==> src/rtl/serial_subtractor_if.sv <==
// rtl/serial_subtractor_if.sv - start/done handshake bundle for serial_subtractor
//
// Purpose: groups the operand-start handshake, result-done handshake and
// status signals of the bit-serial subtractor.
// Ports (signals):
//    start_valid/start_ready : operand handshake (master drives valid)
//    a, b, borrow_in         : operands, sampled on start accept
//    diff, borrow_out        : result and final borrow
//    overflow                : two's-complement signed overflow
//    done_valid/done_ready   : result handshake (slave drives valid)
//    busy                    : operation in progress (RUN or DONE)

interface serial_subtractor_if #(
   parameter int WIDTH = 8
);
   logic             start_valid;
   logic             start_ready;
   logic [WIDTH-1:0] a;
   logic [WIDTH-1:0] b;
   logic             borrow_in;
   logic [WIDTH-1:0] diff;
   logic             borrow_out;
   logic             overflow;
   logic             done_valid;
   logic             done_ready;
   logic             busy;

   modport master (
      output start_valid, a, b, borrow_in, done_ready,
      input  start_ready, diff, borrow_out, overflow, done_valid, busy
   );

   modport slave (
      input  start_valid, a, b, borrow_in, done_ready,
      output start_ready, diff, borrow_out, overflow, done_valid, busy
   );
endinterface

==> src/rtl/serial_subtractor.sv <==
// rtl/serial_subtractor.sv - bit-serial a - b - borrow_in, LSB first
//
// Purpose: one full-subtractor cell plus a borrow flop processes one bit per
// clock. Operands are taken on the start handshake, the result is offered on
// the done handshake and held until consumed.
// Ports:
//    clk   : clock, rising edge
//    rst_n : asynchronous active-low reset
//    bus   : serial_subtractor_if slave (handshakes, operands, results)

module serial_subtractor #(
   parameter int WIDTH = 8
) (
   input  logic               clk,
   input  logic               rst_n,
   serial_subtractor_if.slave bus
);
   localparam int CW = (WIDTH > 1) ? $clog2(WIDTH) : 1;
   localparam logic [CW-1:0] LAST_BIT = CW'(WIDTH - 1);

   typedef enum logic [1:0] {
      IDLE = 2'd0,
      RUN  = 2'd1,
      DONE = 2'd2
   } state_t;

   state_t           state_q, state_d;
   logic [WIDTH-1:0] sa_q, sa_d;
   logic [WIDTH-1:0] sb_q, sb_d;
   logic [WIDTH-1:0] res_q, res_d;
   logic             br_q, br_d;
   logic             a_msb_q, a_msb_d;
   logic             b_msb_q, b_msb_d;
   logic [CW-1:0]    cnt_q, cnt_d;
   logic             d_bit;

   always_ff @(posedge clk or negedge rst_n) begin
      if (!rst_n) begin
         state_q <= IDLE;
         sa_q    <= '0;
         sb_q    <= '0;
         res_q   <= '0;
         br_q    <= 1'b0;
         a_msb_q <= 1'b0;
         b_msb_q <= 1'b0;
         cnt_q   <= '0;
      end else begin
         state_q <= state_d;
         sa_q    <= sa_d;
         sb_q    <= sb_d;
         res_q   <= res_d;
         br_q    <= br_d;
         a_msb_q <= a_msb_d;
         b_msb_q <= b_msb_d;
         cnt_q   <= cnt_d;
      end
   end

   // Full-subtractor cell on the current LSBs and running borrow.
   assign d_bit = sa_q[0] ^ sb_q[0] ^ br_q;

   always_comb begin
      state_d = state_q;
      sa_d    = sa_q;
      sb_d    = sb_q;
      res_d   = res_q;
      br_d    = br_q;
      a_msb_d = a_msb_q;
      b_msb_d = b_msb_q;
      cnt_d   = cnt_q;
      case (state_q)
         IDLE: begin
            if (bus.start_valid) begin
               sa_d    = bus.a;
               sb_d    = bus.b;
               br_d    = bus.borrow_in;
               a_msb_d = bus.a[WIDTH-1];
               b_msb_d = bus.b[WIDTH-1];
               cnt_d   = '0;
               state_d = RUN;
            end
         end
         RUN: begin
            // New bit enters at the MSB; after WIDTH shifts bit 0 sits at LSB.
            // The concat-then-shift form stays legal for WIDTH = 1.
            res_d = WIDTH'({d_bit, res_q} >> 1);
            br_d  = (~sa_q[0] & sb_q[0]) | (~(sa_q[0] ^ sb_q[0]) & br_q);
            sa_d  = sa_q >> 1;
            sb_d  = sb_q >> 1;
            cnt_d = cnt_q + CW'(1);
            if (cnt_q == LAST_BIT) begin
               state_d = DONE;
            end
         end
         DONE: begin
            if (bus.done_ready) begin
               state_d = IDLE;
            end
         end
         default: state_d = IDLE;
      endcase
   end

   // All outputs come straight from registers; nothing combinational from inputs.
   assign bus.start_ready = (state_q == IDLE);
   assign bus.done_valid  = (state_q == DONE);
   assign bus.busy        = (state_q == RUN) || (state_q == DONE);
   assign bus.diff        = res_q;
   assign bus.borrow_out  = br_q;
   assign bus.overflow    = (a_msb_q != b_msb_q) && (res_q[WIDTH-1] != a_msb_q);
endmodule

==> src/flat_wrapper.sv <==
// flat-port wrapper written by rule: the top's interface ports become plain ports
module serial_subtractor_flat 
#(
   parameter int WIDTH = 8
)
  (clk, rst_n, bus_start_valid, bus_a, bus_b, bus_borrow_in, bus_done_ready, bus_start_ready, bus_diff, bus_borrow_out, bus_overflow, bus_done_valid, bus_busy);
  serial_subtractor_if #(.WIDTH(WIDTH)) bus_i ();
  input  logic clk;
  input  logic rst_n;
  input wire logic [$bits(bus_i.start_valid)-1:0] bus_start_valid;
  input wire logic [$bits(bus_i.a)-1:0] bus_a;
  input wire logic [$bits(bus_i.b)-1:0] bus_b;
  input wire logic [$bits(bus_i.borrow_in)-1:0] bus_borrow_in;
  input wire logic [$bits(bus_i.done_ready)-1:0] bus_done_ready;
  output wire logic [$bits(bus_i.start_ready)-1:0] bus_start_ready;
  output wire logic [$bits(bus_i.diff)-1:0] bus_diff;
  output wire logic [$bits(bus_i.borrow_out)-1:0] bus_borrow_out;
  output wire logic [$bits(bus_i.overflow)-1:0] bus_overflow;
  output wire logic [$bits(bus_i.done_valid)-1:0] bus_done_valid;
  output wire logic [$bits(bus_i.busy)-1:0] bus_busy;
  assign bus_i.start_valid = bus_start_valid;
  assign bus_i.a = bus_a;
  assign bus_i.b = bus_b;
  assign bus_i.borrow_in = bus_borrow_in;
  assign bus_i.done_ready = bus_done_ready;
  assign bus_start_ready = bus_i.start_ready;
  assign bus_diff = bus_i.diff;
  assign bus_borrow_out = bus_i.borrow_out;
  assign bus_overflow = bus_i.overflow;
  assign bus_done_valid = bus_i.done_valid;
  assign bus_busy = bus_i.busy;
  serial_subtractor #(.WIDTH(WIDTH)) u_core (.clk(clk), .rst_n(rst_n), .bus(bus_i));
endmodule
==> config.mk <==
export PLATFORM = sky130hd
export DESIGN_NAME = serial_subtractor_flat
export DESIGN_NICKNAME = d
export VERILOG_FILES = /design/src/rtl/serial_subtractor_if.sv /design/src/rtl/serial_subtractor.sv /design/src/flat_wrapper.sv
export SDC_FILE = /design/constraint.sdc
export NUM_CORES = 1
export LEC_CHECK = 0
export CORE_MARGIN = 2
export CORE_UTILIZATION = 45
export CTS_CLUSTER_SIZE = 30
export DETAILED_ROUTE_END_ITERATION = 16
export GPL_TIMING_DRIVEN = 0
export PLACE_DENSITY = 0.75
export SKIP_LAST_GASP = 1
export SLEW_MARGIN = 20
export SYNTH_ARGS = -nofsm -noshare
export SYNTH_HDL_FRONTEND = slang
export SYNTH_SLANG_ARGS = --single-unit
==> constraint.sdc <==
create_clock -name clk -period 1.5 [get_ports clk]
set_input_delay 0.225 -clock clk [delete_from_list [all_inputs] [get_ports clk]]
set_output_delay 0.225 -clock clk [all_outputs]
set_load 0.01 [all_outputs]
## Word level (Yosys, flattened, before mapping)

Index checks and enable logic that the tools add are counted.

| storage, ports and cells | value |
|---|---|
| logic and storage cells | 43 |
| input port bits | 21 |
| flip-flop bits (word level) | 32 |
| output and inout bits | 13 |

| cells by class | value |
|---|---|
| reduce and logical (&&, ||, !) cells | 7 |
| add/subtract/negate cells | 1 |
| bitwise logic cells | 7 |
| eq/ne operators | 8 |
| multiplexer cells | 12 |

Operators with widths:

| operator | number |
|---|---|
| $pmux 8 s2 | 2 |
| $mux 8 | 2 |
| $mux 2 | 3 |
| $pmux 2 s3 | 1 |
| $pmux 3 s2 | 1 |
| $ne 2x2->1 const B | 2 |
| $reduce_and 2->1 | 2 |
| $add 3x1->3 const B | 1 |
| $eq 3x3->1 const B | 1 |
| $mux 3 | 1 |
| $reduce_and 3->1 | 1 |
| $and 1x1->1 | 2 |
| $eq 2x1->1 const B | 1 |
| $eq 2x2->1 const B | 1 |
| $logic_not 2->1 | 1 |
| $ne 1x1->1 | 2 |
| $ne 2x1->1 const B | 1 |
| $not 1->1 | 2 |
| $pmux 1 s2 | 1 |
| $reduce_bool 2->1 | 1 |
| $xor 1x1->1 | 2 |
| $logic_and 1x1->1 | 1 |
| $logic_or 1x1->1 | 1 |
| $mux 1 | 1 |
| $or 1x1->1 | 1 |

## Longest topological paths before layout

| depth | value |
|---|---|
| depth in word-level cells | 5 |
| depth in mapped cells | 7 |
| mapped depth without buffers | 5 |

## Worst setup path before layout

No wires, ideal clock.

| path | value |
|---|---|
| path kind | reg-to-reg |
| from | register u_core.state_q[0] |
| to | register u_core.state_q[0] |
| cell stages (with the launch flop) | 7 |
| required time | 1.372 ns |
| path slack | -0.101 ns |
| buffers on the path | 1 |
| data arrival time | 1.473 ns |
| clock period less this slack | 1.601 ns |
| setup time | 0.128 ns |
| cells stage by stage | dfrtp_1 -> inv_1 -> ha_1 -> buf_6 -> nor2b_4 -> a221oi_4 -> mux2_1 |

| between the ends | value |
|---|---|
| cells in the longest elaborated chain, start to end | 3 |
| elaborated cells on any way between the ends | 8 |
| those cells by class | eq/ne (5); mux (1); reduce/logical (2) |

Ends and longest elaborated chain:

| what | RTL line | source |
|---|---|---|
| from (decl) | serial_subtractor.sv:27 | `state_t state_q, state_d;` |
| from (signal assigned) | serial_subtractor.sv:48 | `state_q <= state_d;` |
| $logic_not 2->1 * | - |  |
| via bus_start_ready | flat_wrapper.sv:15 | `output wire logic [$bits(bus_i.start_ready)-1:0] bus_start_ready;` |
| $ne 2x2->1 (no source line) | - |  |
| $reduce_and 3->1 (no source line) | - |  |

The timed path passes the listed nets; every way through them passes the cells marked *.
A chain may end at the register's enable or synchronous reset.

## Worst setup path in the final report

| path | value |
|---|---|
| from | register u_core.state_q[0] |
| to | register u_core.state_q[1] |

| between the ends | value |
|---|---|
| cells in the longest elaborated chain, start to end | 3 |
| elaborated cells on any way between the ends | 8 |
| those cells by class | eq/ne (5); mux (1); reduce/logical (2) |

Ends and longest elaborated chain:

| what | RTL line | source |
|---|---|---|
| $eq 2x1->1, or another cell as far along | serial_subtractor.sv:71 | `case (state_q)` |
| $ne 2x1->1 (no source line) or $ne 2x2->1 (tied branches) | - |  |
| $reduce_and 3->1 (no source line) | - |  |

Parallel ways exist; a longest one is shown, timed or not.

==> flow_metrics.py <==
metrics = {
    "critical_path": {
        "worstSetupEndpointType": "flip-flop",
        "worstPathCellList": "inv_2, ha_4, buf_6, nor2b_4, a221oi_4, mux2_4",
        "startpoint_type": "flip-flop",
        "path_class": "reg2reg",
        "path_delay_family": "flip-flops",
        "cp.arrival_ns": 1.80,
        "cp_max_fo": 4,
        "cpMaxStageDelayCell": "dfrtp_1",
        "max_stage_delay_ns": 0.39,
        "crit_required_ns": 1.72,
        "critPathBufInv": 2,
    },
    "sta": {
        "period_minus_slack_ns": 1.572,
        "rsz0062_at_grt": "true",
        "tightest_slew_ns": 0.6984,
        "drv_slew": 0,
        "finalSetupTns_ns": -0.1964,
        "fmax_ghz": 0.6360,
        "layout_setup_ws_ns": -0.07228,
        "hold_viol": 0,
        "slew_headroom_pct": 53.44,
        "setup_viol": 7,
        "finalClockSkew_ns": 0.01383,
        "post-route-period-util_pct": 104.8,
    },
    "synthesis": {
        "syn_nets": 159,
        "synth.area.mux_share_pct": 19.28,
        "synth_xor_area_share_pct": 0,
        "yosys.area_share.simple_pct": 7.602,
        "synthAdderAreaFrac_pct": 5.956,
        "yosysWarningCount": 0,
        "synthesis.area_um2": 1597,
        "syn_inst": 131,
        "synth_compound_gate_area_share_pct": 11.05,
        "yosysSeqAreaShare_pct": 50.16,
        "synth_seq_cells": 32,
        "syn_area_per_cell_um2": 12.19,
        "synth_top_family_by_area": "multiplexers",
        "synth_cell_type_count": 23,
    },
    "floorplan": {
        "num_rows": 21,
        "io_pins": 34,
        "dieArea_um2": 4041,
        "die_y_um": 63.57,
        "die_w_um": 63.57,
        "initial_utilization_pct": 47.47,
        "core_area_um2": 3363,
    },
    "final_layout": {
        "antennaDiodeCount": 0,
        "ff_latch_area_um2": 800.8,
        "layout_commonest_cell": "dfrtp_1",
        "fillers": 247,
        "drive_gt1_share_pct": 46.15,
        "layout_common_cells": "dfrtp_1, clkdlybuf4s50_1, buf_4",
        "area.growth.synth_to_final_pct": 58.70,
        "layoutNonFillerInstCount": 241,
        "fin_nets": 222,
        "multi_input_area_um2": 854.6,
    },
    "global_route": {
        "grt_overflow": 0,
        "grtUsageTotal_pct": 17.04,
        "grt_max_degree": 33,
        "grt_pass1_vias": 1152,
        "grt_pass1_wl_mm": 5.223,
        "antenna_found_initial": 0,
    },
    "placed_design": {
        "port_buffers": 33,
        "placed_cells": 210,
        "place_congestion": 0.7275,
        "hpwl_mm": 2.069,
    },
    "clocking": {
        "cts_tree": "yes",
        "cts_buffers": 5,
        "root_buffer": "clkbuf_4",
        "clkTransAtPathRegs_ns": 0.11,
        "clk_path_buf_depth": 2,
        "ctsHtreeMaxLevel": 2,
        "insertion_delay_ns": 0.34,
        "cts.sinks": 32,
    },
    "drt": {
        "wl_per_cell_um": 15.00,
        "viasPerCell": 5.029,
        "route.detailed.drc": 0,
        "routed_wl_mm": 3.614,
        "vias": 1212,
        "initialDrtViolationCount": 62,
        "ant_nets": 0,
        "firstDrtPassIters": 4,
    },
    "pwr": {
        "p_per_area_nw_per_um2": 2350,
        "p_leak_nw": 1.166,
        "ir_drop_mv": 1.004,
        "p_total_mw": 5.955,
    },
    "outcome": {
        "status": "finished with violations",
        "violations": "negative setup slack",
    },
    "job": {
        "maxCapViolCount": 0,
    },
    "worst_hold_path": {
        "holdCritPathClass": "in2async",
    },
}
==> report_power, final <==
group | switching, mW | internal (mW) | leakage, nW
logic | 1.49 | 2.21 | 0.728
clock network | 0.310 | 0.347 | 0.0412
registers | 0.318 | 1.28 | 0.397
==> layout make-up <==
cell class	instances	area share, %
Clock buffer	5	1.481
Multi-Input combinational cell	85	33.73
Clock inverter	3	1.679
Sequential cell	32	31.60
Timing Repair Buffer	56	23.75
Buffer	7	4.444
Inverter	7	1.037
Tap cell	46	2.272
==> stage by stage <==
step                      area, um2  utilization (%)  hold WS [ns]  setup WS (ns)
after global routing           2534            75.33        0.5044        -0.1084
after CTS                      2200            65.40        0.4847       -0.05464
after global placement         1999            59.45        0.4631        -0.3549
after floorplan                1612                -      -0.07059       -0.04971
after detailed placement       1994            59.30        0.3082        -0.1915
final                          2534            75.33        0.4559       -0.07228
==> final timing paths <==
path	start	end	slack [ns]	cells past startpoint
worst max-delay path	u_core.state_q[0]	u_core.state_q[1]	-0.07	6
worst min-delay path	rst_n	u_core.sa_q[3]	0.46	2
worst max register to register	u_core.state_q[0]	u_core.state_q[1]	-0.07	6
worst min register to register	u_core.sb_q[4]	u_core.sb_q[4]	0.49	2
max in group asynchronous	rst_n	u_core.cnt_q[0]	0.58	2
min in group clk	u_core.sb_q[4]	u_core.sb_q[4]	0.49	2
==> logic make-up (layout without fill, tap and decap cells) <==
logic type / Yosys count / in the layout
buffers and inverters: 14 / 78
adders and majority gates: 7 / 7
DFF: 32 / 32
muxes: 28 / 28
and+or+nand+nor: 26 / 26
AOI/OAI and AO/OA: 24 / 24
==> what timing repair did <==
item / in CTS / in global routing
endpoints found under the hold margin: 32 / 0
gates cloned: 0 / 5
setup buffers: 10 / 8
hold buffers: 1 / 0
endpoints found under the setup margin: 26 / 28
pin swaps: 2 / 8
resized for setup: 26 / 49
==> synth_stat cells <==
cell      instances  area, um2
a31oi_1           2      12.51
nand3b_1          1      7.510
nor2b_1           2      12.51
nor2b_4           1      13.76
mux2i_1          15      150.1
nand2_1          20      75.07
buf_4             2      15.01
dfrtp_1          32      800.8
inv_1             7      26.28
clkbuf_2          1      5.000
o21ai_1          10      50.05
mux2i_4           1      22.52
ha_1              6      75.07
fa_1              1      20.02
o21ai_0           3      15.01
a221oi_4          1      26.28
buf_6             3      33.78
mux2_1            2      22.52
a32o_1            2      20.02
mux2_2           10      112.6
buf_8             1      15.01
nand2b_1          2      12.51
o21ai_2           6      52.55
==> state kept, by name (all words and copies together), names as in the netlist <==
signal	cells
u_core.sa_q	8
u_core.cnt_q	3
u_core.bus.borrow_out	1
u_core.a_msb_q	1
u_core.bus.diff	8
u_core.sb_q	8
u_core.state_q	2
u_core.b_msb_q	1
==> routing by layer <==
layer / up-vias / track usage, % / share of wire (%)
met2: 26 / 27.89 / 51
met4: 0 / 5.707 / 2.7
met1: 591 / 20.54 / 42
met5: - / 0 / 0
met3: 12 / 6.607 / 4.2
li1: 583 / - / -
==> worst register-to-register path: stages, from the launching register on <==
cell	delay [ns]
dfrtp_1	0.39
inv_2	0.07
ha_4	0.16
buf_6	0.12
nor2b_4	0.13
a221oi_4	0.26
mux2_4	0.34
No activity file was read; power rests on OpenSTA's default activity.
